$ cat src/rtl/rf8x16_clken.sv
// rf8x16_clken: 8-entry x 16-bit register file with one write port, two
// combinational read ports and a per-entry valid scoreboard.
// Each entry is a clock-enabled register; the write decode produces one enable
// per entry so only the addressed register loads.
// Optional feature macro: RF8X16_BYPASS_EN (same-cycle write-to-read forwarding).
module rf8x16_clken #(
  parameter int unsigned DW      = 16,
  parameter int unsigned AW      = 3,
  parameter bit          ZERO_R0 = 1'b1
) (
  input  logic          clk_n_i,
  input  logic          rst_i,
  input  logic          wr_en_i,
  input  logic [AW-1:0] wr_addr_i,
  input  logic [DW-1:0] wr_data_i,
  input  logic          clr_i,
  input  logic [AW-1:0] rd_addr_a_i,
  output logic [DW-1:0] rd_data_a_o,
  output logic          rd_valid_a_o,
  input  logic [AW-1:0] rd_addr_b_i,
  output logic [DW-1:0] rd_data_b_o,
  output logic          rd_valid_b_o,
  output logic [AW:0]   wr_count_o
);

  localparam int unsigned Depth = 1 << AW;
  // Entry 0 is permanently valid when hard-wired to zero, so the count starts at 1.
  localparam logic [AW:0] CountBase = {{AW{1'b0}}, ZERO_R0};
  localparam logic [AW:0] CountMax  = (AW+1)'(Depth);

  logic [DW-1:0]    entry_q [Depth];
  logic [Depth-1:0] en;
  logic [Depth-1:0] valid_q, valid_d;
  logic [AW:0]      count_q, count_d;

  // Write decode: one clock enable per entry; writes to a hard-wired r0 are dropped.
  always_comb begin
    en = '0;
    for (int i = 0; i < Depth; i++) begin
      if (wr_en_i && (wr_addr_i == AW'(i))) en[i] = 1'b1;
    end
    if (ZERO_R0) en[0] = 1'b0;
  end

  // Per-entry clock-enabled data registers; clr leaves data untouched.
  for (genvar g = 0; g < Depth; g++) begin : g_entry
    always_ff @(posedge clk_n_i or posedge rst_i) begin
      if (rst_i) begin
        entry_q[g] <= '0;
      end else if (en[g]) begin
        entry_q[g] <= wr_data_i;
      end
    end
  end

  // Scoreboard next state: clr takes effect first, then the write on the same edge.
  always_comb begin
    valid_d = clr_i ? '0 : valid_q;
    valid_d = valid_d | en;
    count_d = clr_i ? CountBase : count_q;
    if ((|en) && (clr_i || !(|(en & valid_q))) && (count_d != CountMax)) begin
      count_d = count_d + 1'b1;
    end
  end

  // Scoreboard state registers.
  always_ff @(posedge clk_n_i or posedge rst_i) begin
    if (rst_i) begin
      valid_q <= '0;
      count_q <= CountBase;
    end else begin
      valid_q <= valid_d;
      count_q <= count_d;
    end
  end

  assign wr_count_o = count_q;

  // Read port A: stored entry, optional forwarding, r0 override last.
  always_comb begin
    rd_data_a_o  = entry_q[rd_addr_a_i];
    rd_valid_a_o = valid_q[rd_addr_a_i];
`ifdef RF8X16_BYPASS_EN
    if (en[rd_addr_a_i]) begin
      rd_data_a_o  = wr_data_i;
      rd_valid_a_o = 1'b1;
    end
`endif
    if (ZERO_R0 && (rd_addr_a_i == '0)) begin
      rd_data_a_o  = '0;
      rd_valid_a_o = 1'b1;
    end
  end

  // Read port B: identical to port A, independent address.
  always_comb begin
    rd_data_b_o  = entry_q[rd_addr_b_i];
    rd_valid_b_o = valid_q[rd_addr_b_i];
`ifdef RF8X16_BYPASS_EN
    if (en[rd_addr_b_i]) begin
      rd_data_b_o  = wr_data_i;
      rd_valid_b_o = 1'b1;
    end
`endif
    if (ZERO_R0 && (rd_addr_b_i == '0)) begin
      rd_data_b_o  = '0;
      rd_valid_b_o = 1'b1;
    end
  end

endmodule

$ cat config.mk
export PLATFORM = sky130hd
export DESIGN_NAME = rf8x16_clken
export DESIGN_NICKNAME = d
export VERILOG_FILES = /design/src/rtl/rf8x16_clken.sv
export SDC_FILE = /design/constraint.sdc
export NUM_CORES = 1
export LEC_CHECK = 0
export BUFFER_PORTS_ARGS = -buffer_cell sky130_fd_sc_hd__buf_2
export CAP_MARGIN = 25
export CORE_AREA = 2 2 133 135
export DETAILED_ROUTE_END_ITERATION = 12
export DIE_AREA = 0 0 135 137
export SKIP_CTS_REPAIR_TIMING = 1
export SLEW_MARGIN = 20
export SYNTH_ARGS = -nofsm -noshare
export SYNTH_HDL_FRONTEND = slang
export SYNTH_SLANG_ARGS = --single-unit
$ cat constraint.sdc
create_clock -name clk_n_i -period 4.3 [get_ports clk_n_i]
set_input_delay 0.215 -clock clk_n_i [delete_from_list [all_inputs] [get_ports clk_n_i]]
set_output_delay 0.215 -clock clk_n_i [all_outputs]
set_load 0.01 [all_outputs]
* After elaboration in Yosys (flattened, before gate mapping)
Cells that the tools add are included.
Cells by class: add/subtract/negate cells 1, multipliers 0, div/mod/pow operators 0, $lt $le $gt $ge 4, eq/ne operators 8, shift operators 0, muxes and demuxes 24, bitwise gates (word level) 4, reduce and logical (&&, ||, !) cells 15
Operators with widths (count):
- binary-select mux 16 bit (select 3 bit) | 2
- 2-to-1 mux 16 bit | 6
- == test 3 bit, second input constant | 4
- 2-to-1 mux 1 bit | 11
- logical AND 1 bit | 9
- bitwise AND 8 bit | 1
- greater-or-equal comparator 4 bit, second input constant | 2
- < comparator 3 x 4 -> 1 bit, second input constant | 2
- 2-to-1 mux 4 bit | 2
- 2-to-1 mux 8 bit | 1
- inverter 3 -> 4 bit | 2
- bitwise OR 8 bit | 1
- OR reduction 8 bit | 1
- OR reduction 7 bit | 1
- binary-select mux 1 bit (select 3 bit) | 2
- == test 3 x 2 -> 1 bit, second input constant | 2
- logical NOT 3 bit | 2
- adder 4 x 1 -> 4 bit, second input constant | 1
- != test 4 bit, second input constant | 1
- == test 3 x 1 -> 1 bit, second input constant | 1
- logical NOT 1 bit | 1
- logical OR 1 bit | 1
Storage, ports and cells: bits in registers 124, bits in latches 0, RAM bits 0, ROM bits 0, bits of input ports 29, word-level logic and storage cells 65, memories kept 0

* Depth between registers and ports, before layout
Gate-level depths: netlist (run 1).
depth after elaboration 10, depth in mapped cells 7

* Least setup slack after synthesis (run 1)
OpenSTA, ideal clock, no wires.
path kind input-to-output, start point input rd_addr_a_i[0], end point output rd_data_a_o[0], data arrival time 1.455 ns, setup slack 2.630 ns, cell stages on the path 5, buffers on the path 2, path through buf_2 -> buf_2 -> mux4_2 -> nand2_1 -> o21ai_0
Between the ends: cells in the longest elaborated chain, start to end 5, elaborated cells between the ends (all ways) 6, classes of those cells mux (4); bitwise (1); reduce/logical (1)
Ends and longest elaborated chain:
- start, declared | RTL line 17 | input logic [AW-1:0] rd_addr_a_i,
- inverter 3 -> 4 bit (implied by the code) | RTL line 81 | rd_data_a_o = entry_q[rd_addr_a_i];
- binary-select mux 16 bit (select 3 bit) | RTL line 81
- 2-to-1 mux 16 bit (implied by the code) (2 in series) | RTL line 81
- 2-to-1 mux 16 bit (*) | RTL line 89 | if (ZERO_R0 && (rd_addr_a_i == '0)) begin
- end, declared | RTL line 18 | output logic [DW-1:0] rd_data_a_o,
Every way passes the cells marked *; elsewhere a longest branch is shown, timed or not. The select of a mux whose other input is x is not followed.

* Worst setup path after layout (run 1)
start point input rd_addr_a_i[0], end point output rd_data_a_o[8]
Same word-level chain as after synthesis.

==> flow_metrics.py, run 1 <==
metrics = {
    "detailed_routing": {
        "avgRoutedWirePerCell_um": 21.61,
        "drt_iter0_markers": 357,
        "vias": 4549,
        "wl_mm": 17.31,
        "drtAntennaViolNets": 0,
        "dr.pass1.iters": 5,
        "route.detailed.drc": 0,
        "viasPerCell": 5.679,
    },
    "global_route": {
        "grt_antenna_before_repair": 1,
        "gr-usage-all-layers": 0.2028,
        "grt_pass1_wl_mm": 28.26,
        "grt_max_degree": 58,
        "grt_pass1_vias": 4955,
        "gr-total-overflow": 0,
    },
    "clocking": {
        "cts_tree": "built",
        "clk_path_buf_depth": 2,
        "cts_sinks": 123,
        "clk_pin_slew_ps": 50,
        "htree_num_levels": 4,
        "numCtsBuffers": 17,
        "clockRootBuffer": "clkbuf_16",
        "clk_latency_ps": 410,
    },
    "power": {
        "cellLeakagePower_nw": 3.312,
        "ir_drop_v": 0.0003135,
        "powerDensity_nw_per_um2": 498.5,
    },
    "timing": {
        "tns_ps": 0,
        "final_max_slew_viol_count": 0,
        "clock_skew_ps": 7.086,
        "slew_headroom": 0.4517,
        "fin_crit_ps": 2385,
        "worst_slew_pin_slew_ps": 820.5,
        "finalHoldViolCount": 0,
        "setup_ws_ps": 1915,
        "min_period_over_period": 0.5547,
        "fmax_ghz": 0.4192,
        "rsz0062_at_grt": "false",
        "setup_viol": 0,
    },
    "synth": {
        "synth_top_area_frac": 0.4550,
        "synth_edf_count": 0,
        "synth_area_um2": 6710,
        "yosysMostFrequentCell": "mux2_2",
        "seq_area_frac_synth": 0.4589,
        "ys_types": 45,
        "ys.flop_type": "dfrtp_1",
        "synth.largest_area_cell": "dfrtp_1",
        "syn_nets": 539,
        "synth_warnings": 0,
        "synth_seq_cells": 123,
        "syn_area_per_cell_um2": 13.21,
        "syn_inst": 508,
        "ys_top_cells_by_count": "145 x mux2_2, 122 x dfrtp_1, 36 x o21ai_0",
        "yosys-top-cells-area": "dfrtp_1 45%, mux2_2 24%, mux4_2 11%",
        "synthArstFlopShare": 1.000,
    },
    "finish": {
        "nFillCells": 1601,
        "nets": 594,
        "regArea_um2": 3079,
        "layout-area-overhead-vs-synth_pct": 16.13,
        "antenna_cells": 0,
        "drive_above_1_share": 0.5191,
        "multi_input_area_um2": 3352,
    },
    "worst_setup_path": {
        "worstReg2RegStart": "valid_q[1]",
        "crit_slowest_cell": "nor2b_1",
        "worstRegToRegCells": 5,
        "path_max_fanout": 20,
        "end_kind": "output port",
        "slowest_delay_ps": 650,
        "crit_family": "buffers and inverters",
        "crit_chain": "buf_2, nor2b_1, buf_4, a22oi_1, o21ai_0, buf_2",
        "crit_required_ps": 4090,
        "startpoint_type": "input port",
        "crit_top_cell": "buf_2",
        "crit_arrival_ps": 2170,
        "rr_endpoint": "wr_count_o[1]",
        "worst-setup-path-type": "input port to output port",
        "r2r_setup_slack_ps": 2620,
        "critPathBufInv": 3,
    },
    "job": {
        "max_cap_viol_count": 0,
    },
    "floorplanning": {
        "io_pins": 67,
        "fp.coreArea_um2": 17060,
        "initial_core_util": 0.3934,
        "row_count": 48,
        "fp.dieArea_um2": 18500,
        "die_x_um": 135,
        "die_y_um": 137,
    },
    "placement": {
        "port_buffers": 66,
        "post-dp-hpwl_mm": 10.43,
        "detailedPlace.worstSlack_ps": 1917,
        "gp_congestion": 0.7207,
    },
    "hold_path": {
        "min_path_cells": 2,
        "min_to": "wr_count_o[3]",
        "min_from": "clr_i",
        "min_path_type": "input port to flip-flop",
    },
    "run_status": {
        "status": "complete, no violations",
    },
}
per-layer routing:
metal	vias to the layer above	global-route usage	wire length, µm
met5	-	0	13
li1	2032	-	-
met4	2	0.04456	119
met3	12	0.04556	795
met1	2375	0.2720	7864
met2	128	0.3384	8516
how the worst max path moves through the flow:
stage,from,endpoint,slack (ps),cells past startpoint
6_report,rd_addr_a_i[0],rd_data_a_o[8],1910,6
5_1_grt,rd_addr_a_i[0],rd_data_a_o[8],1780,6
4_1_cts,rd_addr_a_i[0],rd_data_a_o[8],1900,6
3_5_place_dp,rd_addr_a_i[0],rd_data_a_o[8],1920,6
3_3_place_gp,rd_addr_a_i[0],rd_data_a_o[8],1930,6
2_1_floorplan,rst_i,entry_q[0],820,1
stage by stage:
stage                     hold slack [ps]  instances  utilization  cell area (µm²)  total power, W
after floorplan                     365.5        508            -             6710        0.002167
after global placement              378.5        768       0.4195             7156        0.002370
after detailed placement            412.2        768       0.4199             7162        0.002423
after CTS                          -29.31        800       0.4563             7782        0.003922
after global routing                94.48        801       0.4569             7792        0.004099
final                               100.9        801       0.4569             7792        0.003885
power breakdown:
part	internal [W]	switching, W
logic	0.000476	0.000347
clock network	0.000945	0.000540
registers	0.00140	0.000174
layout make-up:
type,instances,share of cell area
clock buffer,19,0.05812
clock inverter,13,0.02152
inverter,13,0.006583
multi-input combinational,332,0.4302
sequential,123,0.3952
tap,225,0.03613
timing repair buffer,76,0.05234
cells in the final DEF, fill, tap and decap left out, types with 3 or more instances in the layout:
cell type,instances
clkinvlp_4,5
buf_2,66
dfrtp_1,122
buf_4,9
a21o_1,5
clkbuf_16,17
mux2i_1,4
inv_1,12
a221oi_1,4
mux4_2,33
clkinv_4,3
a22oi_1,29
mux2_2,145
nand4_1,3
bufinv_16,3
nor2b_1,3
o21ai_0,36
nand2_1,34
a21oi_1,5
kinds of logic after synthesis:
family	after synthesis	synth area share
buffers and inverters	53	0.04251
flip-flops	123	0.4589
AO/OA/AOI/OAI	89	0.08671
XOR/XNOR	1	0.001305
adder cells (fa/ha/maj)	2	0.003729
AND/OR/NAND/NOR	58	0.04680
multiplexers	182	0.3601
state kept, by name, summed over array words and instances, names as in the netlist:
| name | cells |
|---|---|
| wr_count_o | 4 |
| entry_q | 112 |
| valid_q | 7 |
No activity file was read; power rests on OpenSTA's default activity.
==> inputs of run 2 (changes only) <==
ABC_AREA = 1   (was default)
CORE_AREA = 2 2 132 134   (was 2 2 133 135)
DIE_AREA = 0 0 134 136   (was 0 0 135 137)
clock period = 2.3 ns   (was 4.3 ns; I/O delays follow)
==> flow_metrics.py, run 2 <==
metrics = {
    "synth": {
        "syn_inst": 851,
        "syn_area_per_cell_um2": 7.712,
        "ys_types": 31,
        "synth_area_um2": 6563,
        "yosysMostFrequentCell": "o21ai_0",
        "ys_top_cells_by_count": "195 x o21ai_0, 190 x nand2_1, 122 x dfrtp_1",
        "synth_seq_cells": 123,
        "synth_warnings": 0,
        "synth.largest_area_cell": "dfrtp_1",
        "syn_nets": 882,
        "synth_edf_count": 0,
        "synth_top_area_frac": 0.4652,
        "seq_area_frac_synth": 0.4692,
        "ys.flop_type": "dfrtp_1",
        "yosys-top-cells-area": "dfrtp_1 47%, o21ai_0 15%, nand2_1 11%",
        "synthArstFlopShare": 1.000,
    },
    "floorplanning": {
        "row_count": 48,
        "initial_core_util": 0.3889,
        "fp.dieArea_um2": 18220,
        "die_y_um": 136,
        "io_pins": 67,
        "die_x_um": 134,
        "fp.coreArea_um2": 16880,
    },
    "finish": {
        "nFillCells": 1667,
        "post-route-cell-area_um2": 7871,
        "layout-area-overhead-vs-synth_pct": 19.94,
        "layout_common_cells": "195 x o21ai_0, 190 x nand2_1, 122 x dfrtp_1",
        "antenna_cells": 0,
        "fin_util": 0.4664,
        "layout_commonest_cell": "o21ai_0",
        "largest_reg_flops": 112,
        "top_register": "entry_q",
        "nets": 944,
        "drive_above_1_share": 0.1393,
    },
    "detailed_routing": {
        "drtAntennaViolNets": 0,
        "viasPerCell": 5.527,
        "avgRoutedWirePerCell_um": 18.21,
        "wl_mm": 20.96,
        "drt_iter0_markers": 617,
        "vias": 6362,
        "route.detailed.drc": 0,
        "dr.pass1.iters": 7,
    },
    "worst_setup_path": {
        "worstReg2RegStart": "wr_count_o[1]",
        "end_kind": "output port",
        "cp-startpoint": "valid_q[1]",
        "worst-setup-path-type": "flip-flop to output port",
        "r2r_setup_slack_ps": 790,
        "crit_required_ps": 2180,
        "path_max_fanout": 3,
        "setup.worst_path.end": "rd_valid_b_o",
        "crit_arrival_ps": 1800,
        "startpoint_type": "flip-flop",
        "worstRegToRegCells": 8,
        "rr_endpoint": "wr_count_o[3]",
    },
    "placement": {
        "place_area_um2": 7098,
        "post-dp-hpwl_mm": 13.96,
        "port_buffers": 66,
        "gp_congestion": 0.8213,
    },
    "timing": {
        "fin_crit_ps": 1911,
        "worst_slew_pin_slew_ps": 748.8,
        "final_max_slew_viol_count": 0,
        "fmax_ghz": 0.5232,
        "slew_headroom": 0.5003,
        "finalHoldViolCount": 1,
        "min_period_over_period": 0.8310,
        "rsz0062_at_grt": "false",
        "hold_slack_ps": -39.14,
        "setup_viol": 0,
        "tns_ps": 0,
        "clock_skew_ps": 1.794,
    },
    "power": {
        "powerDensity_nw_per_um2": 882.2,
        "cellLeakagePower_nw": 3.653,
        "p_total_w": 0.006944,
        "ir_drop_v": 0.0005815,
    },
    "global_route": {
        "grt_antenna_before_repair": 0,
        "gr-usage-all-layers": 0.2398,
        "gr-total-overflow": 0,
        "grt_pass1_wl_mm": 32.84,
        "grt_max_degree": 94,
        "grt_pass1_vias": 5754,
    },
    "clocking": {
        "numCtsBuffers": 17,
        "clk_path_buf_depth": 2,
        "htree_num_levels": 4,
        "clk_pin_slew_ps": 50,
        "cts_sinks": 123,
        "clk_latency_ps": 430,
        "clockRootBuffer": "clkbuf_16",
        "cts_tree": "built",
    },
    "hold_path": {
        "min_path_type": "input port to flip-flop",
    },
    "run_status": {
        "violations": "negative hold slack",
        "status": "finished, violations left",
    },
    "job": {
        "max_cap_viol_count": 0,
    },
}
==> run 2: worst min-delay path by stage <==
| stage | cells past startpoint | end | start | slack [ps] |
|---|---|---|---|---|
| floorplan | 2 | entry_q[0] | wr_data_i[0] | 240 |
| global placement | 2 | entry_q[109] | rst_i | 240 |
| detailed placement | 2 | entry_q[109] | rst_i | 250 |
| CTS | 2 | entry_q[109] | rst_i | -210 |
| global route | 3 | entry_q[10] | wr_data_i[10] | 20 |
| finish | 3 | entry_q[10] | wr_data_i[10] | -40 |
==> run 2: logic make-up after synthesis <==
kind of cell / share of synthesized area
adder cells (fa/ha/maj): 0.003813
AO/OA/AOI/OAI: 0.2808
XOR/XNOR: 0.001335
AND/OR/NAND/NOR: 0.1544
flip-flops: 0.4692
buffers and inverters: 0.09037
==> run 2: area by class of cell <==
class	instances	area, µm²	area share
clock inverter	7	137.6	0.01749
tap	225	281.5	0.03577
clock buffer	25	475.5	0.06040
timing repair buffer	105	700.7	0.08902
inverter	80	306.5	0.03894
multi-input combinational	586	2890	0.3672
sequential	123	3079	0.3912
==> run 2: metal layers <==
metal / vias to the layer above / track usage / wire, µm
li1: 3018 / - / -
met1: 3070 / 0.3174 / 9235
met2: 243 / 0.3849 / 9675
met3: 31 / 0.05369 / 1524
met4: 0 / 0.09161 / 524
met5: - / 0 / 0
==> run 2: power by group <==
| group | switching [W] | internal, W |
|---|---|---|
| Combinational | 0.000802 | 0.000479 |
| Sequential | 0.000277 | 0.00256 |
| Clock | 0.000960 | 0.00187 |
==> run 2: through the flow <==
step	worst slack [ps]	instances
3_3_place_gp	625.2	1103
6_report	388.7	1151
2_1_floorplan	674.5	851
3_5_place_dp	632.3	1103
4_1_cts	450.7	1135
5_1_grt	367.9	1151
==> run 2: critical path, cell delays in order, from the launching register on <==
cell and delay [ps]:
dfrtp_1 380, inv_1 170, nor2_1 120, o21ai_0 220, o311ai_0 260, buf_2 220
==> inputs of run 3 (changes only) <==
clock period = 1.7 ns   (was 2.3 ns; I/O delays follow)
==> flow_metrics.py, run 3 (synthesis results as in run 2) <==
metrics = {
    "placement": {
        "place_area_um2": 7216,
        "port_buffers": 66,
        "dp_cells": 1117,
        "gp_congestion": 0.8267,
        "post-dp-hpwl_mm": 14.17,
    },
    "detailed_routing": {
        "viasPerCell": 5.469,
        "drtAntennaViolNets": 0,
        "avgRoutedWirePerCell_um": 18.18,
        "wl_mm": 21.22,
        "vias": 6382,
        "route.detailed.drc": 0,
        "drt_iter0_markers": 619,
        "dr.pass1.iters": 6,
    },
    "timing": {
        "fmax_ghz": 0.6174,
        "clock_skew_ps": 2.241,
        "rsz0062_at_grt": "true",
        "min_period_over_period": 0.9528,
        "setup_viol": 0,
        "finalHoldViolCount": 1,
        "fin_crit_ps": 1620,
        "worst_slew_pin_slew_ps": 512.2,
        "final_max_slew_viol_count": 0,
        "slew_headroom": 0.6582,
        "hold_slack_ps": -2.118,
    },
    "finish": {
        "stdcell_count": 1167,
        "top_register": "entry_q",
        "antenna_cells": 0,
        "layout_commonest_cell": "nand2_1",
        "post-route-cell-area_um2": 8088,
        "layout_common_cells": "190 x nand2_1, 186 x o21ai_0, 122 x dfrtp_1",
        "layout-area-overhead-vs-synth_pct": 23.24,
        "fin_util": 0.4792,
        "nets": 961,
        "drive_above_1_share": 0.1645,
        "largest_reg_flops": 112,
    },
    "worst_setup_path": {
        "crit_arrival_ps": 1530,
        "startpoint_type": "flip-flop",
        "end_kind": "output port",
        "crit_required_ps": 1620,
        "r2r_setup_slack_ps": 210,
        "path_max_fanout": 3,
        "worst-setup-path-type": "flip-flop to output port",
    },
    "global_route": {
        "gr-usage-all-layers": 0.2432,
        "grt_antenna_before_repair": 0,
        "grt_max_degree": 62,
        "gr-total-overflow": 0,
        "grt_pass1_vias": 5977,
        "grt_pass1_wl_mm": 33.63,
    },
    "clocking": {
        "clk_pin_slew_ps": 50,
        "clk_latency_ps": 420,
        "cts_sinks": 123,
        "htree_num_levels": 4,
        "numCtsBuffers": 17,
        "cts_tree": "built",
        "clockRootBuffer": "clkbuf_16",
        "clk_path_buf_depth": 2,
    },
    "floorplanning": {
        "initial_core_util": 0.3889,
        "fp.dieArea_um2": 18220,
        "row_count": 48,
        "io_pins": 67,
        "die_x_um": 134,
        "fp.coreArea_um2": 16880,
        "die_y_um": 136,
    },
    "power": {
        "ir_drop_v": 0.0007382,
        "powerDensity_nw_per_um2": 1181,
        "p_total_w": 0.009549,
        "cellLeakagePower_nw": 3.768,
    },
    "job": {
        "max_cap_viol_count": 0,
    },
    "run_status": {
        "violations": "negative hold slack",
        "status": "finished, violations left",
    },
    "hold_path": {
        "min_path_type": "input port to flip-flop",
    },
}
==> run 3: final cells by class <==
class / instances / area, µm²
Clock buffer: 24 / 501.7
Clock inverter: 7 / 135.1
Fill cell: 1661 / 8788
Inverter: 80 / 306.5
Multi-Input combinational cell: 586 / 2940
Sequential cell: 123 / 3079
Tap cell: 225 / 281.5
Timing Repair Buffer: 122 / 843.3
==> run 3: stage by stage <==
step	setup slack (ps)	TNS, ps
after detailed placement	147.5	0
after floorplan	104.5	0
final	80.21	0
after global routing	-7.588	-14.35
after CTS	-29.76	-57.85
after global placement	164.5	0
==> run 3: where the power goes <==
group          total, W  internal [W]  switching (W)
clock network   0.00390       0.00263        0.00127
logic           0.00180      0.000696        0.00111
registers       0.00384       0.00347       0.000374
==> run 3: worst max-delay path: stages, from the launching register on <==
cell and delay (ps):
dfrtp_1 400, o21ai_0 160, nor2_1 60, a211oi_1 210, a21oi_1 120, buf_2 170
==> run 3: final timing paths <==
check	start	to	cells after the start
max	entry_q[85]	rd_data_a_o[5]	5
min in group asynchronous	rst_i	entry_q[33]	3
min reg2reg	entry_q[39]	entry_q[39]	2
max reg2reg	wr_count_o[1]	wr_count_o[3]	8
min	clr_i	valid_q[4]	2
max in group asynchronous	rst_i	entry_q[105]	4
==> run 3: metal layers <==
metal,global-route usage,part of all wire,vias to the layer above,routed length [µm]
li1,-,-,3049,-
met1,0.3276,0.44,3066,9423
met2,0.3952,0.47,240,9999
met3,0.05108,0.065,27,1375
met4,0.07388,0.020,0,417
met5,0,0,-,0
